==> config.mk <==
export PLATFORM = sky130hd
export DESIGN_NAME = ifu_fetch_ctl
export DESIGN_NICKNAME = d
export VERILOG_FILES = /design/src/rtl/hxd32_ifu_pkg.sv /design/src/rtl/ifu_fetch_out.sv /design/src/rtl/ifu_fetch_ctl.sv
export SDC_FILE = /design/constraint.sdc
export NUM_CORES = 1
export LEC_CHECK = 0
export CAP_MARGIN = 25
export CORE_ASPECT_RATIO = 1.4
export CORE_MARGIN = 3
export CORE_UTILIZATION = 39
export DETAILED_ROUTE_END_ITERATION = 7
export GPL_TIMING_DRIVEN = 0
export PLACE_DENSITY = 0.73
export RECOVER_POWER = 25
export SYNTH_ARGS = -nofsm -noshare
export SYNTH_HDL_FRONTEND = slang
export SYNTH_SLANG_ARGS = --single-unit
==> constraint.sdc <==
create_clock -name clk_i -period 3 [get_ports clk_i]
set_input_delay 0.6 -clock clk_i [delete_from_list [all_inputs] [get_ports clk_i]]
set_output_delay 0.6 -clock clk_i [all_outputs]
set_load 0.01 [all_outputs]
==> src/rtl/hxd32_ifu_pkg.sv <==
// hxd32_ifu_pkg: shared fetch FSM state enum, instruction size and default reset pc
package hxd32_ifu_pkg;
  typedef enum logic [2:0] {BOOT, REQ, WAIT, HOLD, DROP} fetch_state_e;
  localparam int INST_BYTES = 4;
  localparam logic [31:0] DEFAULT_RESET_PC = 32'h0000_0000;
endpackage

==> src/rtl/ifu_fetch_out.sv <==
// ifu_fetch_out: delivery registers and hold buffer (in: deliver/from_hold/hold_we strobes, rdata, pc, pc_next; out: inst_valid, inst_data, pc_data, pc_next)
module ifu_fetch_out
  import hxd32_ifu_pkg::*;
#(
  parameter int XLEN = 32
) (
  input  logic            clk_i,
  input  logic            rst_n_i,
  input  logic            deliver_i,
  input  logic            from_hold_i,
  input  logic            hold_we_i,
  input  logic [31:0]     rdata_i,
  input  logic [XLEN-1:0] pc_i,
  input  logic [XLEN-1:0] pc_next_i,
  output logic            inst_valid_o,
  output logic [31:0]     inst_data_o,
  output logic [XLEN-1:0] pc_data_o,
  output logic [XLEN-1:0] pc_next_o
);
  logic [31:0] hold_q;
  always_ff @(posedge clk_i or negedge rst_n_i)
    if (!rst_n_i) begin
      hold_q       <= '0;
      inst_valid_o <= 1'b0;
      inst_data_o  <= '0;
      pc_data_o    <= '0;
      pc_next_o    <= '0;
    end else begin
      inst_valid_o <= deliver_i;
      if (hold_we_i) hold_q <= rdata_i;
      if (deliver_i) begin
        inst_data_o <= from_hold_i ? hold_q : rdata_i;
        pc_data_o   <= pc_i;
        pc_next_o   <= pc_next_i;
      end
    end
endmodule

==> src/rtl/ifu_fetch_ctl.sv <==
// ifu_fetch_ctl: single-outstanding fetch FSM (in: redirect, stall, imem gnt/rvalid/rdata; out: imem req/addr, inst_valid/inst_data/pc_data/pc_next; IFU_FETCH_CNT_EN adds fetch_cnt_o/drop_cnt_o)
module ifu_fetch_ctl
  import hxd32_ifu_pkg::*;
#(
  parameter int              XLEN     = 32,
  parameter logic [XLEN-1:0] RESET_PC = XLEN'(DEFAULT_RESET_PC)
) (
  input  logic            clk_i,
  input  logic            rst_n_i,
  input  logic            redirect_i,
  input  logic [XLEN-1:0] redirect_pc_i,
  input  logic            stall_i,
  output logic            imem_req_o,
  output logic [XLEN-1:0] imem_addr_o,
  input  logic            imem_gnt_i,
  input  logic            imem_rvalid_i,
  input  logic [31:0]     imem_rdata_i,
`ifdef IFU_FETCH_CNT_EN
  output logic [31:0]     fetch_cnt_o,
  output logic [31:0]     drop_cnt_o,
`endif
  output logic            inst_valid_o,
  output logic [31:0]     inst_data_o,
  output logic [XLEN-1:0] pc_data_o,
  output logic [XLEN-1:0] pc_next_o
);
  localparam logic [XLEN-1:0] ALIGN_MASK = ~XLEN'(INST_BYTES - 1);
  fetch_state_e state, state_nx;
  logic [XLEN-1:0] pc, pc_nx, pc_inc, redir_pc;
  logic deliver, from_hold, hold_we;
  assign pc_inc      = pc + XLEN'(INST_BYTES);
  assign redir_pc    = redirect_pc_i & ALIGN_MASK;
  assign imem_req_o  = state == REQ;
  assign imem_addr_o = pc;
  always_ff @(posedge clk_i or negedge rst_n_i)
    if (!rst_n_i) begin
      state <= BOOT;
      pc    <= RESET_PC;
    end else begin
      state <= state_nx;
      pc    <= pc_nx;
    end
  always_comb begin
    state_nx  = state;
    pc_nx     = pc;
    deliver   = 1'b0;
    from_hold = 1'b0;
    hold_we   = 1'b0;
    case (state)
      BOOT: state_nx = REQ;
      REQ: begin
        if (redirect_i) pc_nx = redir_pc;
        if (imem_gnt_i) state_nx = redirect_i ? DROP : WAIT;
      end
      // a redirect before the response arrives still has a request in flight, so it must be drained
      WAIT: begin
        if (redirect_i) begin
          pc_nx    = redir_pc;
          state_nx = imem_rvalid_i ? REQ : DROP;
        end else if (imem_rvalid_i) begin
          hold_we  = stall_i;
          deliver  = !stall_i;
          pc_nx    = stall_i ? pc : pc_inc;
          state_nx = stall_i ? HOLD : REQ;
        end
      end
      HOLD: begin
        if (redirect_i) begin
          pc_nx    = redir_pc;
          state_nx = REQ;
        end else if (!stall_i) begin
          deliver   = 1'b1;
          from_hold = 1'b1;
          pc_nx     = pc_inc;
          state_nx  = REQ;
        end
      end
      DROP: begin
        if (redirect_i) pc_nx = redir_pc;
        if (imem_rvalid_i) state_nx = REQ;
      end
      default: state_nx = BOOT;
    endcase
  end
`ifdef IFU_FETCH_CNT_EN
  logic drop;
  assign drop = (state == WAIT && imem_rvalid_i && redirect_i) ||
                (state == HOLD && redirect_i) ||
                (state == DROP && imem_rvalid_i);
  always_ff @(posedge clk_i or negedge rst_n_i)
    if (!rst_n_i) begin
      fetch_cnt_o <= '0;
      drop_cnt_o  <= '0;
    end else begin
      fetch_cnt_o <= fetch_cnt_o + 32'(deliver);
      drop_cnt_o  <= drop_cnt_o + 32'(drop);
    end
`endif
  ifu_fetch_out #(.XLEN(XLEN)) u_out (
    .clk_i       (clk_i),
    .rst_n_i     (rst_n_i),
    .deliver_i   (deliver),
    .from_hold_i (from_hold),
    .hold_we_i   (hold_we),
    .rdata_i     (imem_rdata_i),
    .pc_i        (pc),
    .pc_next_i   (pc_inc),
    .inst_valid_o(inst_valid_o),
    .inst_data_o (inst_data_o),
    .pc_data_o   (pc_data_o),
    .pc_next_o   (pc_next_o)
  );
endmodule

**Yosys cells after proc, flatten, opt, wreduce, memory -nomap -nowiden**

Cells that the tools add are included.
W data, S select, Z words.

- Register bits after elaboration: 164
- Word-level logic and storage cells: 49

- Add/sub/neg operators: 1
- Equal/unequal tests: 9
- Multiplexer cells: 26
- Reduce and logical (&&, ||, !) cells: 6

Operators with widths:

| operator | count |
|---|---|
| $mux W32 | 6 |
| $pmux W32 S3 | 1 |
| $add A32 B3 Y32 const B | 1 |
| $mux W3 | 8 |
| $pmux W3 S5 | 1 |
| $mux W1 | 8 |
| $eq A3 B2 Y1 const B | 2 |
| $ne A3 B3 Y1 const B | 2 |
| $ne A2 B1 Y1 const B | 2 |
| $reduce_and A4 Y1 | 1 |
| $eq A3 B1 Y1 const B | 1 |
| $eq A3 B3 Y1 const B | 1 |
| $logic_not A3 Y1 | 1 |
| $reduce_and A3 Y1 | 1 |
| $reduce_bool A3 Y1 | 1 |
| $mux W2 | 1 |
| $ne A2 B2 Y1 const B | 1 |
| $pmux W1 S2 | 1 |
| $reduce_or A2 Y1 | 1 |
| $logic_not A1 Y1 | 1 |

**Logic depth before layout (Yosys ltp)**

Gate-level depths: netlist (run 1).

- Depth after elaboration: 5
- Depth in mapped cells: 9

**Hierarchy**

From an unflattened synthesis (run 1), not the netlist that was laid out.

- Cell total of the unflattened synthesis: 655
- Area total of the unflattened synthesis: 7855.0 um2

By module, submodules not included:

| module | times used | cells an instance | area each (um2) |
|---|---|---|---|
| ifu_fetch_out | 1 | 343 | 5310.1 |
| ifu_fetch_ctl | 1 | 312 | 2544.9 |

**Worst setup path before layout (run 1)**

No wires, ideal clock.

- Path kind: reg-to-reg
- Start point: register pc[2] (netlist: imem_addr_o[2])
- End point: register pc[28] (netlist: imem_addr_o[28])
- Setup time: 0.123 ns
- Arrival: 1.905 ns
- Data required time: 2.877 ns
- Slack: 0.971 ns
- Stages on the path, launching flop included: 8
- Buffers on the path: 1
- Cell sequence: dfrtp_1 > ha_1 > and3_1 > buf_2 > nand2_2 > or4_4 > o22ai_1 > a2bb2oi_2

- Word-level cells in the longest chain between the ends: 5
- Elaborated cells between the ends (all ways): 6
- Those cells by class: 1 x add/sub; 5 x mux

Ends and longest elaborated chain:

| what | RTL line | source |
|---|---|---|
| start: declaration | ifu_fetch_ctl.sv:29 | `logic [XLEN-1:0] pc, pc_nx, pc_inc, redir_pc;` |
| start signal: assignment | ifu_fetch_ctl.sv:41 | `pc <= pc_nx;` |
| $add A32 B3 Y32 * | ifu_fetch_ctl.sv:31 | `assign pc_inc = pc + XLEN'(INST_BYTES);` |
| $mux W32 * | ifu_fetch_ctl.sv:63, ifu_fetch_ctl.sv:71 |  |
| $mux W32 | ifu_fetch_ctl.sv:60 | `end else if (imem_rvalid_i) begin` |
| $mux W32 | ifu_fetch_ctl.sv:57 | `if (redirect_i) begin` |
| $pmux W32 S3 * | ifu_fetch_ctl.sv:49 | `case (state)` |

Every way passes the cells marked *; elsewhere a longest branch is shown, timed or not. The select of a mux whose other input is x is not followed.
A chain may end at the register's enable or synchronous reset.

**Final worst setup path (run 1)**

- Start point: input port imem_rvalid_i
- End point: register pc[24] (netlist: imem_addr_o[24])

- Word-level cells in the longest chain between the ends: 2

Ends and longest elaborated chain:

| what | RTL line | source |
|---|---|---|
| start: declaration | ifu_fetch_ctl.sv:16 | `input logic imem_rvalid_i,` |
| $ne A3 B3 Y1 (no line) | -- |  |
| $reduce_and A3 Y1 (no line) | -- |  |

No other way between the ends.

==> summary.md, run 1 <==
| Metric | Value |
|---|---|
| Status | `complete, no violations` |
| Crit path cell chain | `clkdlybuf4s50_1, nor2_1, nor2_1, a31oi_1, buf_2, a21oi_1, a2bb2oi_2` |
| Setup ws final | `~0.46 ns` |
| Synth-to-layout area growth | `39.2%` |
| Final antenna-violating net count | `0` |
| IR drop worst, VDD | `about 0.48 mV` |
| Most common cell after layout, fill and taps aside | `clkdlybuf4s50_1` |
| Global-route wire length before repair | `34.5 mm` |
| Cell chosen for the clock root | `clkbuf_16` |
| Height of the die | `169 um` |
| Number of detailed-routing iterations run before antenna repair | `5` |
| Number of clock sinks | `158` |
| Endpoint of the lowest-slack register-to-register path | `imem_addr_o[24]$_DFFE_PN0P_` |
| Clock tree skew after final layout | `about 0.008 ns` |
| Post-layout min period | `2.54 ns` |
| Maximum root-to-sink buffer count | `2` |
| Clk Latency, worst-skew pair | `between 0.4 and 0.5 ns` |
| Number of antenna violations at the first check in global routing | `1` |
| Relative slew slack | `0.0210` |
| Combined global-route utilization of all metal layers | `0.216` |
| WP buf/inv | `2` |
| Post-synth design cell area | `7380 sq um` |
| Final TNS setup | `0 ns` |
| Largest net degree at the start of global routing | `103` |
| Unrepaired setup endpoints after global routing | `false` |
| Final period utilization | `0.845` |
| Power density over cell area | `1030 nW/um^2` |
| WL final | `21.5 mm` |
| Count of cells along the worst hold path | `2` |
| Sequential cell area | `3950 sq um` |
| Worst Hold Launch | `u_out.pc_next_o[6]$_DFFE_PN0P_` |
| CTS tree | `yes` |
| Most used cell, CP | `nor2_1` |
| Nature of the critical path startpoint | `input pin` |
| Max Freq | `0.394 GHz` |
| DRC violation total after the first TritonRoute iteration | `369` |
| Fin nets | `around 1000` |
| Pre-CTS setup slack | `roughly 0.05 ns` |
| GR Overflow Total | `0` |
| Flops & latches, synth | `158` |
| Number of synthesized flops with an enable pin | `0` |
| Initial standard-cell utilization of the core | `0.404` |
| DIE AREA | `20600 sq um` |
| Number of cells on the worst reg-to-reg path | `6` |
| Cell Rows | `58` |
| Crit path capture type | `flop` |
| Endpoint of the worst hold-timing path | `u_out.pc_next_o[6]$_DFFE_PN0P_` |
| Count of vias placed by the detailed router | `6214` |
| Layout cell share with drive strength beyond 1 | `0.122` |
| Clock-pin slew of the registers on the worst-case setup and hold paths | `0.06 ns` |
| Fraction of the yosys area taken by sequential cells | `0.535` |
| Worst path slowest cell | `a31oi_1` |
| Final hold slack | `0.475 ns` |
| Slew Viols, Final | `0` |
| Hold violation count in the final report | `0` |
| Number of max-cap violations | `0` |
| Vias in the first global route | `6236` |
| Number of synthesis warnings | `0` |
| Number of buffers added by the clock tree synthesis step | `17` |
| Required time at the endpoint of the critical path | `between 3 and 4 ns` |
| Post-Syn Instances | `749` |
| Horizontal die dimension | `122 um` |
| Arrival time at the worst endpoint | `2.84 ns` |
| Top_reg_cell synth | `dfrtp_1` |
| Post-route DRC | `0` |
| Worst Path Class, Setup | `in -> reg` |
| Reg-to-Reg Start | `state[1]$_DFFE_PN0P_` |
| Routed length per instance | `17.7 um` |
| Post-synth cell types | `53` |
| Fraction of registers with async set or reset after synthesis | `1.00` |
| Count of buffers added by post-CTS timing repair for setup | `0` |
| Worst-Margin Slew | `1.47 ns` |
| Dpl hpwl | `15.8 mm` |
| Final setup violation count | `0` |
| Core Footprint | `18300 sq um` |
| Hold buffer count at CTS | `0` |
| Slowest stage delay, CP | `around 0.75 ns` |
| Highest-count cells in the layout ignoring fill and taps | `clkdlybuf4s50_1 (190), nand2_1 (182), dfrtp_1 (158), o21ai_0 (81)` |
| Final-layout fill cell count | `1615` |
| Register-to-register setup slack | `0.50 ns` |
| Avg Vias per Cell | `roughly 5.1` |
| Worst min-delay path category | `reg -> reg` |
| Gpl congestion | `0.892` |
| Number of antenna diodes | `0` |
| Critical path fanouts, max | `10` |
| Combined area of the multi-input logic cells | `between 3000 and 4000 sq um` |
| Mean Syn Cell Area | `9.86 sq um` |
| H-tree depth reported by CTS | `4` |
| Number of I/O port buffers | `191` |
| Cell type group with the largest total delay on the critical path | `compound AO/OA/AOI/OAI gates` |
| Static leakage power | `4.69 nW` |
| Count of instances resized after the clock tree is built | `0` |
| Number of placed I/O pins | `200` |
[cells by family after synthesis]
| kind of cell | Yosys count | share of synthesized area |
|---|---|---|
| AO/OA/AOI/OAI | 163 | 0.132 |
| flip-flops | 158 | 0.535 |
| adder cells (fa/ha/maj) | 1 | 0.00169 |
| AND/OR/NAND/NOR | 265 | 0.161 |
| other | 1 | 0.000508 |
| buffers and inverters | 68 | 0.0422 |
| XOR/XNOR | 29 | 0.0344 |
| multiplexers | 64 | 0.0922 |
[stage by stage]
step	std cells	instance area, sq um	utilization	total power [mW]
floorplan	754	7400	-	5.94
global placement	1185	9620	0.526	8.27
detailed placement	1186	9650	0.528	8.38
CTS	1218	10300	0.563	10.7
global route	1218	10300	0.562	11.4
finish	1218	10300	0.562	10.6
[state kept, by name, indices dropped and copies added, names as in the netlist]
signal / cells
state: 3
u_out.inst_valid_o: 1
u_out.inst_data_o: 32
imem_addr_o: 30
u_out.hold_q: 32
u_out.pc_next_o: 30
u_out.pc_data_o: 30
[power by group]
part | switching, mW | internal, mW
Clock | 0.890 | 1.44
Combinational | 2.14 | 2.33
Sequential | 0.733 | 3.11
Total | 3.76 | 6.88
[Yosys cell counts (2+ instances only)]
| library cell | n | area (sq um) |
|---|---|---|
| a2bb2oi_2 | 2 | 30.0 |
| o22ai_1 | 8 | 50.1 |
| inv_1 | 9 | 33.8 |
| a22oi_1 | 6 | 45.0 |
| xnor2_1 | 17 | 149 |
| buf_4 | 6 | 45.0 |
| dfrtp_1 | 158 | 3950 |
| or4_4 | 2 | 22.5 |
| nor3_1 | 9 | 45.0 |
| xor2_1 | 12 | 105 |
| a2bb2oi_1 | 2 | 17.5 |
| buf_2 | 27 | 135 |
| nor4_2 | 4 | 50.1 |
| a21oi_1 | 25 | 125 |
| nor2_1 | 25 | 93.8 |
| nand4_1 | 7 | 43.8 |
| a31oi_1 | 9 | 56.3 |
| o21ai_0 | 81 | 405 |
| and4_1 | 3 | 26.3 |
| o22a_1 | 3 | 26.3 |
| nand3b_1 | 2 | 15.0 |
| o2bb2a_1 | 6 | 60.1 |
| nand3_1 | 11 | 55.1 |
| and3_1 | 6 | 37.5 |
| and4_2 | 2 | 20.0 |
| mux2i_1 | 32 | 320 |
| a31o_2 | 3 | 26.3 |
| o21bai_1 | 2 | 15.0 |
| o21a_1 | 2 | 15.0 |
| nand2_1 | 182 | 683 |
| o2bb2ai_1 | 3 | 26.3 |
| or3_1 | 2 | 12.5 |
| mux2_2 | 32 | 360 |
| o21ai_1 | 5 | 25.0 |
| clkbuf_1 | 26 | 97.6 |
[worst max-delay path by stage]
| stage | startpoint | endpoint | depth (start not counted) |
|---|---|---|---|
| after floorplan | imem_addr_o[2]$_DFFE_PN0P_ | imem_addr_o[28]$_DFFE_PN0P_ | 7 |
| after global placement | rst_n_i | u_out.inst_data_o[24]$_DFFE_PN0P_ | 1 |
| after detailed placement | redirect_i | u_out.hold_q[21]$_DFFE_PN0P_ | 5 |
| after CTS | imem_rvalid_i | imem_addr_o[24]$_DFFE_PN0P_ | 7 |
| after global routing | imem_rvalid_i | imem_addr_o[24]$_DFFE_PN0P_ | 7 |
| final | imem_rvalid_i | imem_addr_o[24]$_DFFE_PN0P_ | 7 |
[final cells by class]
class / count / share of cell area
Clock buffer: 19 / 0.0441
Timing Repair Buffer: 192 / 0.188
Inverter: 9 / 0.00329
Multi-Input combinational cell: 528 / 0.305
Clock inverter: 13 / 0.0184
Buffer: 59 / 0.0270
Sequential cell: 158 / 0.385
Tap cell: 240 / 0.0292
[metal layers]
layer	share of wire	track usage	routed length (um)	up-vias
met1	0.41	0.273	8760	2970
met2	0.50	0.355	10800	205
met4	0.026	0.0838	559	2
met3	0.064	0.0548	1380	33
li1	-	-	-	3004
met5	0.00060	0	13	-
[worst register-to-register path, cell delays in order (launching register included)]
cell and delay, ns:
dfrtp_1 0.39, or3_1 0.34, and3_1 0.26, a31oi_1 0.74, buf_2 0.40, a21oi_1 0.09, a2bb2oi_2 0.16
No activity file was read; power rests on OpenSTA's default activity.
==> run 2: changes to the inputs <==
- clock period: 3 -> 2.53 ns (I/O delays scaled with it)
==> run 2 against run 1 <==
Effect of this change: worst hold slack is essentially flat; cell count is essentially flat; register-to-register slack lost 0.31 ns; global-route usage is essentially flat; clock power grew 18%; flip-flop and latch count is the same; worst setup slack lost 0.30 ns; critical path type unchanged; largest cell class unchanged.
==> summary.md, run 2 (synthesis results as in run 1) <==
| Metric | Value |
|---|---|
| Status | `complete, no violations` |
| Combined global-route utilization of all metal layers | `0.216 (about the same)` |
| Slew Viols, Final | `0 (unchanged)` |
| Final setup violation count | `0 (unchanged)` |
| Clk Latency, worst-skew pair | `0.43 ns (about the same)` |
| Total instance count after detailed placement | `1186 (unchanged)` |
| Post-layout min period | `2.36 ns` |
| DIE AREA | `20600 sq um (unchanged)` |
| Number of antenna diodes | `0 (unchanged)` |
| Synth-to-layout area growth | `39.4%` |
| Hold violation count in the final report | `0 (unchanged)` |
| Count of buffers added by post-CTS timing repair for setup | `0 (unchanged)` |
| Max Freq | `0.423 GHz` |
| Initial standard-cell utilization of the core | `0.404 (unchanged)` |
| H-tree depth reported by CTS | `4 (unchanged)` |
| Highest-count cells in the layout ignoring fill and taps | `clkdlybuf4s50_1 (190), nand2_1 (182), dfrtp_1 (158), o21ai_0 (81)` |
| Cell Rows | `58 (unchanged)` |
| Worst path slowest cell | `clkdlybuf4s50_1` |
| Height of the die | `169 um (unchanged)` |
| Final hold slack | `0.475 ns (+0.000150 ns)` |
| Global routing's busiest layer | `met2` |
| Cell chosen for the clock root | `clkbuf_16` |
| Post-route DRC | `0 (unchanged)` |
| GR Overflow Total | `0 (unchanged)` |
| WL final | `21.6 mm (+0.49%)` |
| Number of detailed-routing iterations run before antenna repair | `5 (unchanged)` |
| Power density over cell area | `1230 nW/um^2 (+18%)` |
| WP buf/inv | `3 (+1)` |
| Unrepaired setup endpoints after global routing | `false` |
| Biggest regs | `u_out.hold_q: 32 flops, u_out.inst_data_o: 32 flops` |
| Clock tree skew after final layout | `0.00884 ns (+0.000803 ns)` |
| Relative slew slack | `0.0109 (-0.0101)` |
| Arrival time at the worst endpoint | `2.65 ns (-0.19 ns)` |
| Cell type group with the largest total delay on the critical path | `buffers and inverters` |
| Routed length per instance | `17.7 um (+0.41%)` |
| Most common cell after layout, fill and taps aside | `clkdlybuf4s50_1` |
| Largest net degree at the start of global routing | `103 (unchanged)` |
| Vias in the first global route | `6247 (+0.18%)` |
| Critical path fanouts, max | `10 (unchanged)` |
| Required time at the endpoint of the critical path | `2.82 ns (-0.49 ns)` |
| GR Layer Usage met2 | `0.357 (+0.00144)` |
| Number of max-cap violations | `0 (unchanged)` |
| DRC violation total after the first TritonRoute iteration | `368 (-0.27%)` |
| Horizontal die dimension | `122 um (unchanged)` |
| Fin nets | `1037 (+0.097%)` |
| IR drop worst, VDD | `0.567 mV (+18%)` |
| Gpl congestion | `0.892 (unchanged)` |
| Count of vias placed by the detailed router | `6212 (-0.032%)` |
| CTS tree | `yes` |
| Worst Path Class, Setup | `in -> reg` |
| Number of antenna violations at the first check in global routing | `1 (unchanged)` |
| Core Footprint | `18300 sq um (unchanged)` |
| Worst min-delay path category | `reg -> reg` |
| Non-filler instance count after layout | `1219 (+0.082%)` |
| Number of I/O port buffers | `191 (unchanged)` |
| Crit path cell chain | `clkdlybuf4s50_1, and3_1, a31o_2, clkbuf_1, buf_2, a31oi_1` |
| Crit path capture type | `flop` |
| Dpl hpwl | `15.8 mm (unchanged)` |
| Nature of the critical path startpoint | `input pin` |
| Number of buffers added by the clock tree synthesis step | `17 (unchanged)` |
| Final period utilization | `0.933` |
| Number of placed I/O pins | `200 (unchanged)` |
| Clock-pin slew of the registers on the worst-case setup and hold paths | `0.06 ns (about the same)` |
| Fraction of met3 tracks used by global routing | `0.0548 (unchanged)` |
| Final antenna-violating net count | `0 (unchanged)` |
| Layout cell share with drive strength beyond 1 | `0.124 (+0.00192)` |
| Static leakage power | `4.70 nW (+0.17%)` |
| Avg Vias per Cell | `5.10 (-0.11%)` |
| Slowest stage delay, CP | `0.62 ns (-0.13 ns)` |
| Global-route wire length before repair | `34.5 mm (about the same)` |
| Maximum root-to-sink buffer count | `2 (unchanged)` |
| Met1 track demand over resource | `0.272 (-0.000869)` |
| Number of clock sinks | `158 (unchanged)` |
| Worst-Margin Slew | `1.48 ns (+0.0152 ns)` |
==> run 2: changes by cell type in the layout (fill, tap and decap cells not counted) <==
| cell | delta |
|---|---|
| dlygate4sd3_1 | +1 |
| clkbuf_1 | -1 |
| a31oi_2 | +1 |
| clkbuf_2 | +1 |
| a31oi_1 | -1 |
==> run 2: cell type report <==
cell class | instances | area, sq um
Fill cell | 1618 | 7990
Sequential cell | 158 | 3950
Multi-Input combinational cell | 528 | 3140
Timing Repair Buffer | 193 | 1940
Clock buffer | 19 | 453
Tap cell | 240 | 300
Buffer | 59 | 279
Clock inverter | 13 | 189
Inverter | 9 | 33.8
==> run 2: through the flow <==
step                area (sq um)  power [mW]  utilization  setup WS (ns)  TNS (ns)
floorplan                   7400        7.04            -          0.501         0
global placement            9620        9.80        0.526          -5.71   -918.94
detailed placement          9650        9.94        0.528         -0.326    -19.12
CTS                        10300        12.7        0.563         0.0339         0
global route               10300        13.5        0.563         0.0406         0
finish                     10300        12.6        0.563          0.169         0
==> run 2: layer usage <==
| layer | share of wire | routed length (um) |
|---|---|---|
| met1 | 0.41 | 8860 |
| met2 | 0.50 | 10900 |
| met3 | 0.062 | 1350 |
| met4 | 0.023 | 505 |
| met5 | 0.00060 | 13 |
==> run 2: final timing paths <==
kind | startpoint | end | slack [ns] | depth (start not counted)
worst max-delay path | redirect_i | imem_addr_o[8]$_DFFE_PN0P_ | 0.17 | 6
worst min-delay path | u_out.inst_data_o[18]$_DFFE_PN0P_ | u_out.inst_data_o[18]$_DFFE_PN0P_ | 0.48 | 2
worst max register to register | state[1]$_DFFE_PN0P_ | imem_addr_o[8]$_DFFE_PN0P_ | 0.19 | 7
worst min register to register | u_out.inst_data_o[18]$_DFFE_PN0P_ | u_out.inst_data_o[18]$_DFFE_PN0P_ | 0.48 | 2
max in group asynchronous | rst_n_i | u_out.inst_data_o[30]$_DFFE_PN0P_ | 0.37 | 3
min in group asynchronous | rst_n_i | u_out.pc_next_o[29]$_DFFE_PN0P_ | 0.96 | 2
==> run 2: report_power, final <==
part           switching, mW  internal, mW
registers              0.873          3.69
logic                   2.54          2.76
clock network           1.05          1.71
total                   4.46          8.16
==> run 2: worst register-to-register path, stage by stage (launching register included) <==
cell,delay (ns)
dfrtp_1,0.40
buf_2,0.19
o21ai_0,0.14
and3_1,0.34
a31o_2,0.22
clkbuf_1,0.43
buf_2,0.37
a31oi_1,0.12
==> run 2: repair_timing <==
action	4_1_cts	5_1_grt
hold buffers	1	0
resized for setup	0	3
endpoints found under the hold margin	2	0
endpoints found under the setup margin	0	7
